==> config.mk <==
export PLATFORM = sky130hd
export DESIGN_NAME = input_control_unit
export DESIGN_NICKNAME = d
export VERILOG_FILES = /design/src/rtl/input_control_unit_pkg.sv /design/src/rtl/input_control_unit.sv
export SDC_FILE = /design/constraint.sdc
export NUM_CORES = 1
export LEC_CHECK = 0
export CAP_MARGIN = 20
export CORE_AREA = 3 3 40 42
export CTS_CLUSTER_DIAMETER = 60
export DETAILED_ROUTE_END_ITERATION = 7
export DIE_AREA = 0 0 43 45
export PLACE_DENSITY = 0.68
export RECOVER_POWER = 25
export SLEW_MARGIN = 20
export SYNTH_ARGS = -nofsm -noshare
export SYNTH_HDL_FRONTEND = slang
export SYNTH_SLANG_ARGS = --single-unit
==> constraint.sdc <==
create_clock -name clk -period 1.3 [get_ports clk]
set_input_delay 0.13 -clock clk [delete_from_list [all_inputs] [get_ports clk]]
set_output_delay 0.13 -clock clk [all_outputs]
set_load 0.01 [all_outputs]
==> src/rtl/input_control_unit_pkg.sv <==
// Shared NIC input-side parameters; DATA_FLITS / BUFFER_DEPTH come from the build.
// Optional feature macro used by the top: NIC_INPUT_OVERFLOW_CHECK_EN.
`ifndef DATA_FLITS
`define DATA_FLITS 4
`endif
`ifndef BUFFER_DEPTH
`define BUFFER_DEPTH 1
`endif

package input_control_unit_pkg;
    localparam int DATA_FLITS   = `DATA_FLITS;
    localparam int BUFFER_DEPTH = `BUFFER_DEPTH;
    localparam int SEL_W        = 3;

    localparam logic [SEL_W-1:0] LAST_IDX = SEL_W'(DATA_FLITS);
endpackage

==> src/rtl/input_control_unit.sv <==
// NIC input control: collects a header plus data flits, hands them to the node.
// Define NIC_INPUT_OVERFLOW_CHECK_EN to build the sticky overflow flag.
module input_control_unit
    import input_control_unit_pkg::*;
(
    input  logic             clk,
    input  logic             reset,
    input  logic             flit_valid_din,
    input  logic             zero_credits_din,
    input  logic             done_strobe_din,
    output logic             capture_en_dout,
    output logic [SEL_W-1:0] capture_sel_dout,
    output logic             start_strobe_dout,
    output logic             credit_out_dout,
    output logic             node_busy_dout,
    output logic             overflow_error_dout
);

    typedef enum logic [1:0] {
        RX_IDLE    = 2'd0,
        RX_CAPTURE = 2'd1,
        RX_FULL    = 2'd2
    } rx_state_e;

    typedef enum logic {
        CORE_IDLE = 1'b0,
        CORE_BUSY = 1'b1
    } core_state_e;

    rx_state_e        rx_q, rx_d;
    core_state_e      core_q, core_d;
    logic [SEL_W-1:0] cnt_q, cnt_d;
    logic             cap_en;
    logic [SEL_W-1:0] cap_sel;
    logic             transfer;

    // Transfer looks only at registered core state, so a done pulse
    // coincident with a full buffer starts the node one cycle later.
    assign transfer = (rx_q == RX_FULL) && (core_q == CORE_IDLE)
                      && !zero_credits_din;

    always_comb begin
        rx_d    = rx_q;
        cnt_d   = cnt_q;
        cap_en  = 1'b0;
        cap_sel = '0;
        unique case (rx_q)
            RX_IDLE: begin
                if (flit_valid_din) begin
                    cap_en = 1'b1;
                    cnt_d  = SEL_W'(1);
                    rx_d   = RX_CAPTURE;
                end
            end
            RX_CAPTURE: begin
                if (flit_valid_din) begin
                    cap_en  = 1'b1;
                    cap_sel = cnt_q;
                    if (cnt_q == LAST_IDX) begin
                        cnt_d = '0;
                        rx_d  = RX_FULL;
                    end else begin
                        cnt_d = cnt_q + SEL_W'(1);
                    end
                end
            end
            RX_FULL: begin
                if (transfer) begin
                    rx_d = RX_IDLE;
                end
            end
            default: begin
                rx_d  = RX_IDLE;
                cnt_d = '0;
            end
        endcase
    end

    always_comb begin
        core_d = core_q;
        unique case (core_q)
            CORE_IDLE: if (transfer) core_d = CORE_BUSY;
            CORE_BUSY: if (done_strobe_din) core_d = CORE_IDLE;
            default:   core_d = CORE_IDLE;
        endcase
    end

    always_ff @(posedge clk) begin
        if (reset) begin
            rx_q   <= RX_IDLE;
            core_q <= CORE_IDLE;
            cnt_q  <= '0;
        end else begin
            rx_q   <= rx_d;
            core_q <= core_d;
            cnt_q  <= cnt_d;
        end
    end

    assign capture_en_dout   = cap_en && !reset;
    assign capture_sel_dout  = reset ? '0 : cap_sel;
    assign start_strobe_dout = transfer && !reset;
    assign credit_out_dout   = transfer && !reset;
    assign node_busy_dout    = (core_q == CORE_BUSY) && !reset;

`ifdef NIC_INPUT_OVERFLOW_CHECK_EN
    logic ovf_q;

    always_ff @(posedge clk) begin
        if (reset) begin
            ovf_q <= 1'b0;
        end else if ((rx_q == RX_FULL) && flit_valid_din) begin
            ovf_q <= 1'b1;
        end
    end

    assign overflow_error_dout = ovf_q;
`else
    assign overflow_error_dout = 1'b0;
`endif

endmodule
* Word-level counts from Yosys, hierarchy flattened
Cells that the tools add are included.
** Storage, ports and cells
- Register bits after elaboration :: 6
- Word-level logic and storage cells :: 41
** Operators by class
- Multiplexer cells :: 17
- Bitwise gates (word level) :: 2
- Reductions and logical operators :: 11
- Equality and inequality tests :: 7
- $add $sub $neg :: 1
** Operators with widths (number)
- 3-bit two-way mux :: 6
- 3-bit case mux with 3 select lines :: 1
- 2-bit two-way mux :: 4
- 2-bit inequality test (second input constant) :: 4
- 2-bit case mux with 3 select lines :: 1
- 1-bit logical AND :: 5
- 1-bit two-way mux :: 4
- 4-bit AND reduction :: 1
- 3-bit by 1-bit adder with 3-bit output (second input constant) :: 1
- 3-bit == test (second input constant) :: 1
- 3-bit AND reduction :: 1
- 2-bit by 1-bit == test with 1-bit output (second input constant) :: 1
- 2-bit == test (second input constant) :: 1
- 1-bit zero test :: 2
- 2-bit zero test :: 1
- 1-bit NOT :: 2
- 1-bit case mux with 2 select lines :: 1
- 2-bit OR reduction :: 1

* Depth between registers and ports, before layout
- Depth after elaboration :: 5
- Gate-level depth with buffers :: 5
- Mapped depth without buffers :: 5

* Worst setup path before layout
Ideal clock, no wire load.
- Kind :: reg-to-reg
- Start point :: register cnt_q[0]
- End point :: register cnt_q[0]
- Buffers on the path :: 0
- Data arrival time :: 1.093 ns
- Period minus slack after synthesis :: 1.210 ns
- Cell stages (with the launch flop) :: 6
- Path slack :: 0.090 ns
- Required time :: 1.183 ns
- Path through :: dfxtp_1 inv_1 ha_1 a21boi_1 mux2_4 a22o_1
** On the way
- Longest elaborated chain between the ends :: 4
** Ends and longest elaborated chain
- start, declared :: RTL line input_control_unit.sv:32 : logic [SEL_W-1:0] cnt_q, cnt_d;
- start signal, assigned :: RTL line input_control_unit.sv:96 : cnt_q <= cnt_d;
- 3-bit by 1-bit adder with 3-bit output / 3-bit == test (equally long branches) :: RTL line input_control_unit.sv:63, input_control_unit.sv:59
- 3-bit two-way mux (*) :: RTL line input_control_unit.sv:59 : if (cnt_q == LAST_IDX) begin
- 3-bit two-way mux (*) :: RTL line input_control_unit.sv:56 : if (flit_valid_din) begin
- 3-bit case mux with 3 select lines (*) :: RTL line input_control_unit.sv:47 : unique case (rx_q)
Every way passes the cells marked *; elsewhere a longest branch is shown, timed or not. The select of a mux whose other input is x is not followed.
A chain may end at the register's enable or synchronous reset.

* Worst setup path after layout
- Start point :: register rx_q[1]
- End point :: output capture_sel_dout[1]
** On the way
- Longest elaborated chain between the ends :: 3
** Ends and longest elaborated chain
- start, declared :: RTL line input_control_unit.sv:30 : rx_state_e rx_q, rx_d;
- start signal, assigned :: RTL line input_control_unit.sv:94 : rx_q <= rx_d;
- 2-bit by 1-bit == test with 1-bit output :: RTL line input_control_unit.sv:47
- 3-bit two-way mux :: RTL line input_control_unit.sv:47
- 3-bit two-way mux :: RTL line input_control_unit.sv:101 : assign capture_sel_dout = reset ? '0 : cap_sel;
- end, declared :: RTL line input_control_unit.sv:12 : output logic [SEL_W-1:0] capture_sel_dout,
Every way passes these cells.

==> reports/results.tsv <==
stage	metric	value	unit
run_status	status	finished, final reports clean	
pwr	cell leakage power	0.298	nW
clocking	Root Buffer	clkbuf_4	
cells_and_area	Fillers	135	
job	max_cap viols	0	
clocking	CTS tree	yes	
critical_path	slowest stage delay, CP	0.36	ns
critical_path	Worst path top cell family by delay	flip-flops	
global_route	vias in the first global route	369	
placed_design	Detail Placement HPWL	794	µm
synth	Synth top cells by count	6 x dfxtp_1, 6 x nor2_1, 3 x nand2b_1	
pwr	Worst VDD drop	0.444	mV
cells_and_area	Layout Cells excl Fill	83	
critical_path	Req. time, crit path	1.17	ns
synth	Seq cells post-synth	6	
critical_path	worst-path cell chain	nor2_4, and3_1, clkdlybuf4s15_2	
placed_design	Final Wtd Congestion	0.840	
pwr	Final Power	0.000482	W
placed_design	DP Cell Count	80	
synth	Mapped Area	395	µm²
pwr	PwrDens	780	nW/µm²
global_route	initial antenna violation count	0	
placed_design	DP Area	582	µm²
synth	average cell area after synthesis	8.41	µm²
synth	most common flop cell mapped by yosys	dfxtp_1	
critical_path	Crit. End Element	output pin	
sta	Peak Freq	805	MHz
sta	Final Hold Viols	0	
critical_path	crit path kind	flop to output pin	
die	floorplan row count	13	
global_route	GR Util All Layers	0.124	
synth	sequential fraction of the synthesis area	0.304	
sta	minimum clock period	1.24	ns
global_route	largest net degree at the start of global routing	9	
detailed_routing	via count	419	
cells_and_area	Antenna diodes	0	
clocking	CTS sink cnt	6	
sta	final setup margin	0.0579	ns
synth	top cell type's share of synthesized area	0.304	
die	# IOs	13	
critical_path	WP buf/inv	1	
synth	Synth Area in Compound Gates	0.215	
synth	Net Count, Synth	54	
global_route	global-route wire length before repair	1650	µm
synth	synth unique cells	28	
synth	Gate Count Post-Synth	47	
placed_design	dpl ws	-0.393	ns
clocking	Clock Path Buffers	2	
min_path	Hold Path Class	input port to flop	
die	core box area	1280	µm²
synth	ys async rst share	0	
synth	synth top area cells	dfxtp_1 30%, ha_1 6.3%, nor2_1 5.7%, nand2b_1 4.7%, a221oi_2 3.8%	
synth	Post-Synth Adder-Cell Area	0.0633	
detailed_routing	Via density	5.05	
sta	part of the cycle the worst path needs	0.955	
clocking	hold buffers post-CTS	0	
clocking	Clock Pin Slew Worst Setup and Hold Paths	0.05	ns
synth	yosys warns	0	
synth	proportion of synthesized area in mux cells	0.0380	
sta	RSZ-0062 raised after global routing	true	
cells_and_area	Nets	77	
sta	final setup violation count	0	
die	Die Wd	43	µm
die	Starting Density	0.308	
die	die height	45	µm
die	Die ar.	1940	µm²
synth	Post-Synth Simple-Gate Area	0.278	
synth	largest family of logic cells by synthesized area	simple AND/OR/NAND/NOR gates	
synth	Post-synth EDFFs	0	
sta	Clock Skew	0.00136	ns
detailed_routing	DRC	0	
clocking	TritonCTS buffer count	3	
sta	Final Max Slew Viols	0	
detailed_routing	final WL	999	µm
placed_design	PortBufs	11	
cells_and_area	design area	618	µm²
cells_and_area	Final Core Density	0.481	
detailed_routing	DRT antenna net count	0	
cells_and_area	area delta synth->final	56.3	%
critical_path	critical path arrival	1.11	ns
critical_path	CP max FO	5	
critical_path	Crit-path slowest cell	dfxtp_4	
critical_path	critical path startpoint category	flop	
clocking	Post-CTS Setup Repair Bufs	0	
synth	XOR/XNOR Fraction of Synth Area	0	
detailed_routing	DRT Pass-1 Iters	6	
synth	cell taking the most area after synthesis	dfxtp_1	
global_route	Remaining Overflow, GRT	0	
clocking	worst skew pair latency	0.25	ns
cells_and_area	layout cells sized above 1	0.515	
clocking	htree depth	1	
detailed_routing	routed length per instance	12.0	µm
detailed_routing	Iter 0 DRT Violations	10	
kinds of logic after synthesis:
group,Yosys count
compound gates,11
fa+ha+maj,2
buf+inv,7
flops,6
mux,1
other cells,1
simple gates,19
report_power, final:
part           switching [W]  internal (W)
Clock              0.0000763      0.000105
Combinational      0.0000457     0.0000570
Sequential        0.00000620      0.000192
Total               0.000128      0.000354
per-layer routing:
metal / global-route usage / share of wire
met1: 0.129 / 0.43
met2: 0.189 / 0.51
met5: 0 / 0
met3: 0.0717 / 0.053
met4: 0.0904 / 0.0090
metrics by stage:
stage | setup TNS [ns] | hold WS (ns)
4_1_cts | -0.180 | 0.494
5_1_grt | -0.0000590 | 0.263
3_3_place_gp | -2.65 | 0.477
2_1_floorplan | 0 | 0.268
3_5_place_dp | -2.70 | 0.488
6_report | 0 | 0.257
cells in the final DEF (no fill, tap or decap), types with 2 or more instances in the layout:
cell,synthesis,routed
o21ai_0,2,2
nand2b_1,3,2
nor2_1,6,3
nor2_2,0,2
a21oi_1,2,2
and3_1,2,2
clkbuf_4,0,3
clkbuf_2,0,3
buf_4,2,10
dfxtp_1,6,2
dfxtp_2,0,3
buf_2,2,2
clkdlybuf4s50_1,0,2
inv_2,1,2
repair_timing:
action | CTS | global route
pin swaps | 0 | 3
endpoints found under the setup margin | 7 | 10
resized for setup | 18 | 20
state kept, by name (all words and copies together), names as in the netlist:
| signal | cells |
|---|---|
| rx_q | 2 |
| core_q | 1 |
| cnt_q | 3 |
layout make-up:
cell class | instances | area, µm² | share of cell area
Inverter | 3 | 11.3 | 0.0182
Sequential cell | 6 | 128 | 0.206
Tap cell | 15 | 18.8 | 0.0304
Clock buffer | 3 | 22.5 | 0.0364
Timing Repair Buffer | 22 | 174 | 0.281
Multi-Input combinational cell | 34 | 264 | 0.427
path summary, 6_finish.rpt:
check | startpoint | to | slack (ns) | depth (start not counted)
setup / recovery | rx_q[1] | capture_sel_dout[1] | 0.06 | 3
hold / removal | reset | rx_q[0] | 0.26 | 3
setup reg to reg | cnt_q[0] | cnt_q[0] | 0.06 | 5
hold reg to reg | core_q | core_q | 0.50 | 2
worst min-delay path: stages:
cell            delay (ns)
dlymetal6s2s_1        0.16
nor2_4                0.07
o211a_1               0.11
No activity file was read; power rests on OpenSTA's default activity.
